$ cat config.mk
export PLATFORM = sky130hd
export DESIGN_NAME = systolic_matmul_nxn
export DESIGN_NICKNAME = d
export VERILOG_FILES = /design/src/rtl/systolic_matmul_nxn.sv
export SDC_FILE = /design/constraint.sdc
export NUM_CORES = 2
export LEC_CHECK = 0
export BUFFER_PORTS_ARGS = -buffer_cell sky130_fd_sc_hd__buf_2
export CORE_UTILIZATION = 29
export DETAILED_ROUTE_END_ITERATION = 8
export PLACE_DENSITY = 0.54
export RECOVER_POWER = 25
export SLEW_MARGIN = 30
export SYNTH_ARGS = -nofsm -noshare
export SYNTH_HDL_FRONTEND = slang
export SYNTH_SLANG_ARGS = --single-unit
$ cat constraint.sdc
create_clock -name clk -period 19 [get_ports clk]
set_input_delay 2.85 -clock clk [delete_from_list [all_inputs] [get_ports clk]]
set_output_delay 2.85 -clock clk [all_outputs]
set_load 0.02 [all_outputs]
$ cat src/rtl/systolic_matmul_nxn.sv
// Output-stationary N x N systolic matrix multiplier, C = A x B.
// Operands are latched on start and skewed into the array; the result is held in c_flat.
module systolic_matmul_nxn #(
  parameter int N      = 3,
  parameter int DW     = 8,
  parameter int SIGNED = 0,
  parameter int AW     = 2*DW + $clog2(N)
) (
  input  logic                clk,
  input  logic                rst_n,
  input  logic                start,
  input  logic [N*N*DW-1:0]   a_flat,
  input  logic [N*N*DW-1:0]   b_flat,
  output logic                busy,
  output logic                done,
  output logic [N*N*AW-1:0]   c_flat
);

  localparam int            CW   = $clog2(3*N);
  localparam logic [CW-1:0] LAST = CW'(3*N - 2);
  localparam bit            SGN  = (SIGNED != 0);
  localparam int            XW   = AW - 2*DW;

  typedef enum logic [1:0] {IDLE = 2'd0, RUN = 2'd1, DONE = 2'd2} state_t;

  state_t              state_r;
  logic [CW-1:0]       cnt_r;
  logic [N*N*DW-1:0]   a_lat_r;
  logic [N*N*DW-1:0]   b_lat_r;
  logic [DW-1:0]       a_pipe_r [N][N];
  logic [DW-1:0]       b_pipe_r [N][N];
  logic [AW-1:0]       acc_r    [N][N];
  logic [DW-1:0]       edge_a_s [N];
  logic [DW-1:0]       edge_b_s [N];
  logic [DW-1:0]       a_in_s   [N][N];
  logic [DW-1:0]       b_in_s   [N][N];
  logic [AW-1:0]       prod_s   [N][N];
  logic                accept_s;

  // A start in the cycle done is high is deliberately not accepted.
  assign accept_s = (state_r == IDLE) && start && !done;

  // Skewed edge feed: row i of A and column i of B enter i steps late, zero outside the window.
  always_comb begin
    for (int i = 0; i < N; i++) begin
      edge_a_s[i] = '0;
      edge_b_s[i] = '0;
      if ((state_r == RUN) && (int'(cnt_r) >= i) && (int'(cnt_r) < i + N)) begin
        edge_a_s[i] = a_lat_r[(i*N + int'(cnt_r) - i)*DW +: DW];
        edge_b_s[i] = b_lat_r[((int'(cnt_r) - i)*N + i)*DW +: DW];
      end else begin
        edge_a_s[i] = '0;
        edge_b_s[i] = '0;
      end
    end
  end

  for (genvar gi = 0; gi < N; gi++) begin : g_row
    for (genvar gj = 0; gj < N; gj++) begin : g_col
      logic [2*DW-1:0] ax_s;
      logic [2*DW-1:0] bx_s;
      logic [2*DW-1:0] p_s;
      if (gj == 0) begin : g_a_edge
        assign a_in_s[gi][gj] = edge_a_s[gi];
      end else begin : g_a_int
        assign a_in_s[gi][gj] = a_pipe_r[gi][gj-1];
      end
      if (gi == 0) begin : g_b_edge
        assign b_in_s[gi][gj] = edge_b_s[gj];
      end else begin : g_b_int
        assign b_in_s[gi][gj] = b_pipe_r[gi-1][gj];
      end
      // Extending both operands to 2*DW makes one multiplier exact for either signedness.
      assign ax_s = {{DW{SGN & a_in_s[gi][gj][DW-1]}}, a_in_s[gi][gj]};
      assign bx_s = {{DW{SGN & b_in_s[gi][gj][DW-1]}}, b_in_s[gi][gj]};
      assign p_s  = ax_s * bx_s;
      assign prod_s[gi][gj] = {{XW{SGN & p_s[2*DW-1]}}, p_s};
    end
  end

  // Operand latches, PE forwarding registers and accumulators.
  always_ff @(posedge clk or negedge rst_n) begin
    if (!rst_n) begin
      a_lat_r <= '0;
      b_lat_r <= '0;
      for (int i = 0; i < N; i++) begin
        for (int j = 0; j < N; j++) begin
          a_pipe_r[i][j] <= '0;
          b_pipe_r[i][j] <= '0;
          acc_r[i][j]    <= '0;
        end
      end
    end else if (accept_s) begin
      a_lat_r <= a_flat;
      b_lat_r <= b_flat;
      for (int i = 0; i < N; i++) begin
        for (int j = 0; j < N; j++) begin
          a_pipe_r[i][j] <= '0;
          b_pipe_r[i][j] <= '0;
          acc_r[i][j]    <= '0;
        end
      end
    end else if (state_r == RUN) begin
      for (int i = 0; i < N; i++) begin
        for (int j = 0; j < N; j++) begin
          a_pipe_r[i][j] <= a_in_s[i][j];
          b_pipe_r[i][j] <= b_in_s[i][j];
          acc_r[i][j]    <= acc_r[i][j] + prod_s[i][j];
        end
      end
    end else begin
      a_lat_r <= a_lat_r;
    end
  end

  // Control FSM with registered busy/done and the held result.
  always_ff @(posedge clk or negedge rst_n) begin
    if (!rst_n) begin
      state_r <= IDLE;
      cnt_r   <= '0;
      busy    <= 1'b0;
      done    <= 1'b0;
      c_flat  <= '0;
    end else begin
      case (state_r)
        IDLE: begin
          done <= 1'b0;
          if (accept_s) begin
            state_r <= RUN;
            cnt_r   <= '0;
            busy    <= 1'b1;
          end else begin
            state_r <= IDLE;
          end
        end
        RUN: begin
          if (cnt_r == LAST) begin
            state_r <= DONE;
          end else begin
            cnt_r <= cnt_r + CW'(1);
          end
        end
        DONE: begin
          state_r <= IDLE;
          busy    <= 1'b0;
          done    <= 1'b1;
          for (int i = 0; i < N; i++) begin
            for (int j = 0; j < N; j++) begin
              c_flat[(i*N + j)*AW +: AW] <= acc_r[i][j];
            end
          end
        end
        default: begin
          state_r <= IDLE;
          busy    <= 1'b0;
          done    <= 1'b0;
        end
      endcase
    end
  end

endmodule

**After elaboration in Yosys (flattened, before gate mapping)**

Cells that the tools add are included.

- Logic and storage cells: 110
- Output and inout bits: 164
- Input bits: 147
- Register bits after elaboration: 572

- Reduce and logical (&&, ||, !) cells: 13
- Muxes and demuxes: 21
- Equality and inequality tests: 6
- $lt $le $gt $ge: 5
- Add/sub/neg operators: 18
- Multipliers: 12
- Bitwise gates (word level): 1
- Shift operators: 6

Operator list:

| kind | number |
|---|---|
| two-way mux 162 bit | 2 |
| two-way mux 72 bit | 4 |
| adder 18 x 16 -> 18 bit | 9 |
| multiplier 8 x 8 -> 16 bit | 9 |
| variable part select 72 x 12 -> 8 bit | 2 |
| variable part select 72 x 9 -> 8 bit | 2 |
| variable part select 72 x 10 -> 8 bit | 1 |
| variable part select 72 x 8 -> 8 bit | 1 |
| two-way mux 8 bit | 6 |
| multiplier 5 x 3 -> 8 bit, second input constant | 2 |
| adder 8 x 2 -> 9 bit, second input constant | 1 |
| adder 8 x 3 -> 9 bit, second input constant | 1 |
| < comparator 4 x 3 -> 1 bit, second input constant | 2 |
| two-way mux 4 bit | 2 |
| case mux 4 bit (2 select lines) | 1 |
| logical AND 1 bit | 7 |
| multiplier 4 x 2 -> 6 bit, second input constant | 1 |
| subtractor 5 x 1 -> 6 bit, second input constant | 1 |
| subtractor 5 x 2 -> 6 bit, second input constant | 1 |
| adder 2 x 4 -> 5 bit, first input constant | 1 |
| adder 3 x 4 -> 5 bit, first input constant | 1 |
| subtractor 4 x 1 -> 5 bit, second input constant | 1 |
| subtractor 4 x 2 -> 5 bit, second input constant | 1 |
| adder 4 x 1 -> 4 bit, second input constant | 1 |
| 18 further kinds | 22 |

**Longest topological paths before layout**

- Word-level depth: 9
- Depth in mapped cells: 35
- Depth with buffers taken out: 29

**Least setup slack after synthesis**

No wires, ideal clock.

- Kind: reg-to-reg
- Start: register cnt_r[1]
- End: register acc_r[140] (netlist bit)
- Path buffers: 6
- Setup slack: 11272 ps
- Clock period less this slack: 7728 ps
- Required time: 18878 ps
- Library setup time: 122 ps
- Stages on the path, launching flop included: 31
- Data arrival time: 7607 ps
- Path through: dfrtp_1 > buf_4 > buf_2 > inv_1 > buf_2 > ha_1 > buf_2 > buf_2 > inv_1 > ha_1 > inv_1 > fa_1 > buf_1 > nand2_1 > nor3_4 > a22oi_1 > nor2_4 > and2_1 > fa_1 > fa_1 > fa_1 > inv_1 > fa_1 > inv_1 > ha_1 > a21o_1 > a221oi_2 > a21oi_1 > a311o_1 > or2_0 > a32o_1

- Longest elaborated chain between the ends: 9
- Elaborated cells between the ends (all ways): 13
- Classes of those cells: 3 x add/sub; 2 x mul; 2 x order compare; 1 x shift; 3 x mux; 2 x reduce/logical

Ends and longest elaborated chain:

| element | line | text |
|---|---|---|
| start, declared | 27 | `logic [CW-1:0] cnt_r;` |
| start signal, assigned | 140 | `cnt_r <= cnt_r + CW'(1);` |
| subtractor 4 x 1 -> 5 bit | 50 | `edge_b_s[i] = b_lat_r[((int'(cnt_r) - i)*N + i)*DW +: DW];` |
| multiplier 5 x 3 -> 8 bit | 50 |  |
| adder 8 x 2 -> 9 bit | 50 |  |
| variable part select 72 x 12 -> 8 bit | 50 |  |
| two-way mux 8 bit (*) | 48 | `if ((state_r == RUN) && (int'(cnt_r) >= i) && (int'(cnt_r) < i + N)) begin` |
| multiplier 8 x 8 -> 16 bit (*) | 76 | `assign p_s = ax_s * bx_s;` |
| adder 18 x 16 -> 18 bit (*) | 108 | `acc_r[i][j] <= acc_r[i][j] + prod_s[i][j];` |
| two-way mux 162 bit (*) | 103 | `end else if (state_r == RUN) begin` |
| two-way mux 162 bit (*) | 93 | `end else if (accept_s) begin` |
| end signal, assigned by index | 108 |  |
| end, declared | 32 | `logic [AW-1:0] acc_r [N][N];` |

Mark *: on every way between the ends. The rest lies on a longest branch, timed or not. The select of a mux whose other input is x is not followed.
A chain may end at the register's enable or synchronous reset.

**Final worst setup path**

- Start: register cnt_r[0]
- End: register acc_r[158] (netlist bit)

- Longest elaborated chain between the ends: 7
- Elaborated cells between the ends (all ways): 11
- Classes of those cells: 1 x add/sub; 2 x mul; 1 x order compare; 2 x shift; 4 x mux; 1 x reduce/logical

Ends and longest elaborated chain:

| element | line |
|---|---|
| multiplier 4 x 2 -> 6 bit / < comparator 4 x 2 -> 1 bit (equally long branches) | 50, 48 |
| variable part select 72 x 10 -> 8 bit / logical AND 1 bit (equally long branches) | 50, 48 |
| two-way mux 8 bit | 48 |
| multiplier 8 x 8 -> 16 bit (*) | 76 |
| adder 18 x 16 -> 18 bit (*) | 108 |
| two-way mux 162 bit (*) | 103 |
| two-way mux 162 bit (*) | 93 |

Marks and branches as above.

==> out/qor.yml <==
grt:
  number_of_antenna_violations_at_the_first_check_in_global_routing: 11
  global_route_congestion_overflow_total: 0
  grt_pass1_wl_um: 211600
  grt_pass1_vias: 35740
  grt_start_max_net_pins: 126
  grtUsageTotal: 0.1625
floorplanning:
  floorplan.die.width_um: 408.1
  floorplan.io_pins: 311
  rows: 148
  start_util: 0.2929
  core-area_um2: 163300
  die_area_um2: 166600
  die_y_um: 408.1
cts:
  cts_tree: "done"
  holdBufCountCts: 0
  worst_setup_hold_path_clk_slew_ps: 60
  cts_resized: 0
  cts.repair_timing.setup_buffer_count: 0
  insertion_delay_ps: 680
  cts_bufs_inserted: 75
  root_buffer: "sky130_fd_sc_hd__clkbuf_16"
  clock-sinks: 572
  ctsHtreeMaxLevel: 3
  clk_path_buf_depth: 3
worst_setup_path:
  crit_path_frequent_cell: "sky130_fd_sc_hd__fa_1"
  reg2reg_slack_ps: 9090
  critPathTopFamily: "buffers and inverters"
  crit_path_end_kind: "flop"
  required_time_worst_endpoint_ps: 19400
  rr_worst_depth: 19
  path_max_fanout: 41
  crit_path_top_delay_cell: "sky130_fd_sc_hd__clkbuf_1"
  critical_path.n_buffers_inverters: 2
  critPathArrivalTime_ps: 10310
  path_class: "flop to flop"
  r2r_end: "acc_r[158]"
  delay_of_the_slowest_critical_path_stage_ps: 2200
  startpoint_of_the_worst_slack_reg_to_reg_timing_path: "cnt_r[0]"
  crit_chain: "clkbuf_1, mux4_2, nand2_1, a21oi_1, a21oi_1, nand2b_1, fa_1, inv_1, fa_1, fa_1, fa_1, ha_1, nand3_1, o22ai_1, o41ai_1, o21ai_0, a21oi_1, xor2_1, o22ai_1"
  critical_path.startpoint_type: "flop"
worst_hold_path:
  worstHoldPathCells: 2
  min_path_type: "flop to flop"
  destination_of_the_worst_hold_path: "c_flat[2]"
  timing.hold.worst.start: "c_flat[2]"
sta:
  worst_slew_pin_slew_ps: 5786
  fmaxAchievable_mhz: 100.9
  clock-skew-final_ps: 23.92
  hold_ws_ps: 470.5
  post-route-period-util: 0.5217
  grt_setup_unrepaired: "false"
  period_minus_slack_ps: 9912
  setup_viol_count_final: 0
  timing.slew.headroom: -2.858
  final_max_slew_viol_count: 403
  hold_viol: 0
  fin_setup_tns_ps: 0
pwr:
  vdd_drop_max_uv: 124.2
  power.density_nw_per_um2: 164.2
  total_leakage_power_nw: 27.04
logic_synthesis:
  ys_types: 89
  synthesis.area_um2: 47840
  postSynth.asyncResetShare: 1.000
  postSynthRegisterBits: 572
  synth.yosys.seq_area_share: 0.2992
  synthesis.instances: 4806
  synthFlopType: "sky130_fd_sc_hd__dfrtp_1"
  synth.yosys.warnings: 0
  edff_count_synth: 0
  synth_area_per_cell_um2: 9.953
  postSynthNetCount: 5788
placement:
  finalWeightedCongestion: 0.8551
  dp_hpwl_um: 103400
  io_buffer_count: 310
detailed_routing:
  route.final.wire_length_um: 133000
  number_of_drc_markers_after_the_initial_detailed_route_iteration: 1957
  route.detailed.drc: 0
  drt-wirelength-per-cell_um: 18.40
  route.antenna.remaining_nets: 0
  viasPerCell: 4.743
  drtPass1Iterations: 5
  vias_after_detailed_routing: 34300
job:
  max-cap-violations: 7
finish:
  num-nets-final: 5976
  synthToLayoutAreaGrowth_pct: 12.63
  drive_above_1_share: 0.1613
run_status:
  result_of_the_run: "finished with violations"
  failing_checks: "capacitance limit, slew limit"
## logic make-up after synthesis
kind of cell / synth area share
AO/OA/AOI/OAI: 0.09296
XOR/XNOR: 0.02024
AND/OR/NAND/NOR: 0.1261
multiplexers: 0.09134
buffers and inverters: 0.08095
flip-flops: 0.2992
adder cells (fa/ha/maj): 0.2892
## through the flow
step / total power [mW] / setup WS (ps) / utilization / std cells / cell area, um2
finish: 8.845 / 9088 / 0.3299 / 7232 / 53880
global route: 9.609 / 8156 / 0.3298 / 7228 / 53870
CTS: 8.945 / 10550 / 0.3300 / 7228 / 53900
detailed placement: 7.421 / 10610 / 0.3147 / 7092 / 51400
global placement: 7.323 / 10700 / 0.3147 / 7092 / 51400
floorplan: 5.847 / 11270 / - / 4806 / 47840
## how the worst max path moves through the flow
stage	startpoint	to	slack, ps	cells past startpoint
after floorplan	cnt_r[1]	acc_r[140]	11270	30
after global placement	cnt_r[1]	acc_r[140]	10700	26
after detailed placement	cnt_r[1]	acc_r[140]	10610	24
after CTS	cnt_r[1]	acc_r[140]	10550	24
after global routing	cnt_r[0]	acc_r[105]	8160	20
final	cnt_r[0]	acc_r[158]	9090	19
## metal layers
layer | global-route usage | vias up | wire length (um)
li1 | - | 16030 | -
met1 | 0.2211 | 17270 | 60150
met2 | 0.2616 | 797 | 61730
met3 | 0.03687 | 187 | 8315
met4 | 0.03597 | 10 | 2783
met5 | 0 | - | 59
## layout by cell type (no fill, tap or decap), types with 26 or more instances in the layout
cell type	n
sky130_fd_sc_hd__a211oi_1	26
sky130_fd_sc_hd__a21o_1	93
sky130_fd_sc_hd__a21oi_1	98
sky130_fd_sc_hd__and2_1	216
sky130_fd_sc_hd__and3_1	39
sky130_fd_sc_hd__buf_2	309
sky130_fd_sc_hd__clkbuf_16	77
sky130_fd_sc_hd__dfrtp_1	571
sky130_fd_sc_hd__fa_1	451
sky130_fd_sc_hd__ha_1	384
sky130_fd_sc_hd__inv_1	770
sky130_fd_sc_hd__mux2_2	232
sky130_fd_sc_hd__mux2i_1	36
sky130_fd_sc_hd__mux4_2	62
sky130_fd_sc_hd__nand2_1	648
sky130_fd_sc_hd__nand3_1	106
sky130_fd_sc_hd__nor2_1	96
sky130_fd_sc_hd__nor2b_1	32
sky130_fd_sc_hd__nor3_1	49
sky130_fd_sc_hd__o21ai_0	241
sky130_fd_sc_hd__o22ai_1	34
sky130_fd_sc_hd__o31ai_1	40
sky130_fd_sc_hd__xnor2_1	48
sky130_fd_sc_hd__xor2_1	57
## where the power goes
part	switching [mW]	internal (mW)	leakage (nW)
clock	0.593	0.859	1.22
sequential	0.496	1.67	7.48
combinational	3.21	2.01	18.3
total	4.30	4.54	27.0
## sequential cells by signal, indices dropped and copies added (netlist names)
register	count
state_r	2
b_lat_r	72
c_flat	162
cnt_r	4
busy	1
done	1
a_in_s	48
b_in_s	48
a_lat_r	72
acc_r	162
## worst register-to-register path, stage by stage, from the launching register on
cell and delay [ps]:
sky130_fd_sc_hd__dfrtp_1 1470, sky130_fd_sc_hd__clkbuf_1 2220, sky130_fd_sc_hd__mux4_2 800, sky130_fd_sc_hd__nand2_1 90, sky130_fd_sc_hd__a21oi_1 80, sky130_fd_sc_hd__a21oi_1 770, sky130_fd_sc_hd__nand2b_1 230, sky130_fd_sc_hd__fa_1 420
sky130_fd_sc_hd__inv_1 90, sky130_fd_sc_hd__fa_1 450, sky130_fd_sc_hd__fa_1 570, sky130_fd_sc_hd__fa_1 440, sky130_fd_sc_hd__ha_1 350, sky130_fd_sc_hd__nand3_1 100, sky130_fd_sc_hd__o22ai_1 110, sky130_fd_sc_hd__o41ai_1 740
sky130_fd_sc_hd__o21ai_0 230, sky130_fd_sc_hd__a21oi_1 200, sky130_fd_sc_hd__xor2_1 180, sky130_fd_sc_hd__o22ai_1 100
## synthesized netlist by cell type (all sizes together) (6+ instances only)
| library cell | n | area share |
|---|---|---|
| mux4 | 62 | 0.029 |
| xor2 | 59 | 0.011 |
| ha | 384 | 0.10 |
| o22ai | 34 | 0.0044 |
| a22oi | 9 | 0.0021 |
| o21bai | 16 | 0.0026 |
| o21a | 19 | 0.0030 |
| o21ai | 260 | 0.028 |
| nand3 | 106 | 0.011 |
| dfrtp | 572 | 0.30 |
| buf | 82 | 0.0092 |
| mux2i | 36 | 0.0075 |
| a21oi | 102 | 0.011 |
| fa | 451 | 0.19 |
| inv | 770 | 0.060 |
| a22o | 7 | 0.0013 |
| nor2 | 121 | 0.012 |
| a31oi | 25 | 0.0033 |
| or2 | 6 | 0.00078 |
| nor2b | 34 | 0.0044 |
| a21o | 93 | 0.015 |
| o211ai | 10 | 0.0016 |
| nor3 | 51 | 0.0057 |
| mux2 | 232 | 0.055 |
| o31ai | 40 | 0.0063 |
| nor3b | 6 | 0.00094 |
| xnor2 | 49 | 0.0091 |
| and2 | 216 | 0.028 |
| and3 | 39 | 0.0051 |
| nand2 | 648 | 0.051 |
| a211oi | 28 | 0.0046 |
| clkbuf | 144 | 0.011 |
| nand2b | 17 | 0.0022 |
| a221oi | 6 | 0.0012 |
| nand4 | 6 | 0.00078 |
## layout make-up
class | instances | area, um2
multi-input cells | 3238 | 29680
clock inverters | 28 | 302.8
inverters | 770 | 2890
fillers | 16920 | 109500
diodes | 4 | 10.01
flip-flops and latches | 572 | 14320
repair buffers | 337 | 1758
clock buffers | 108 | 2193
well taps | 2175 | 2721
Note: power is estimated with default switching activity, not from simulation.
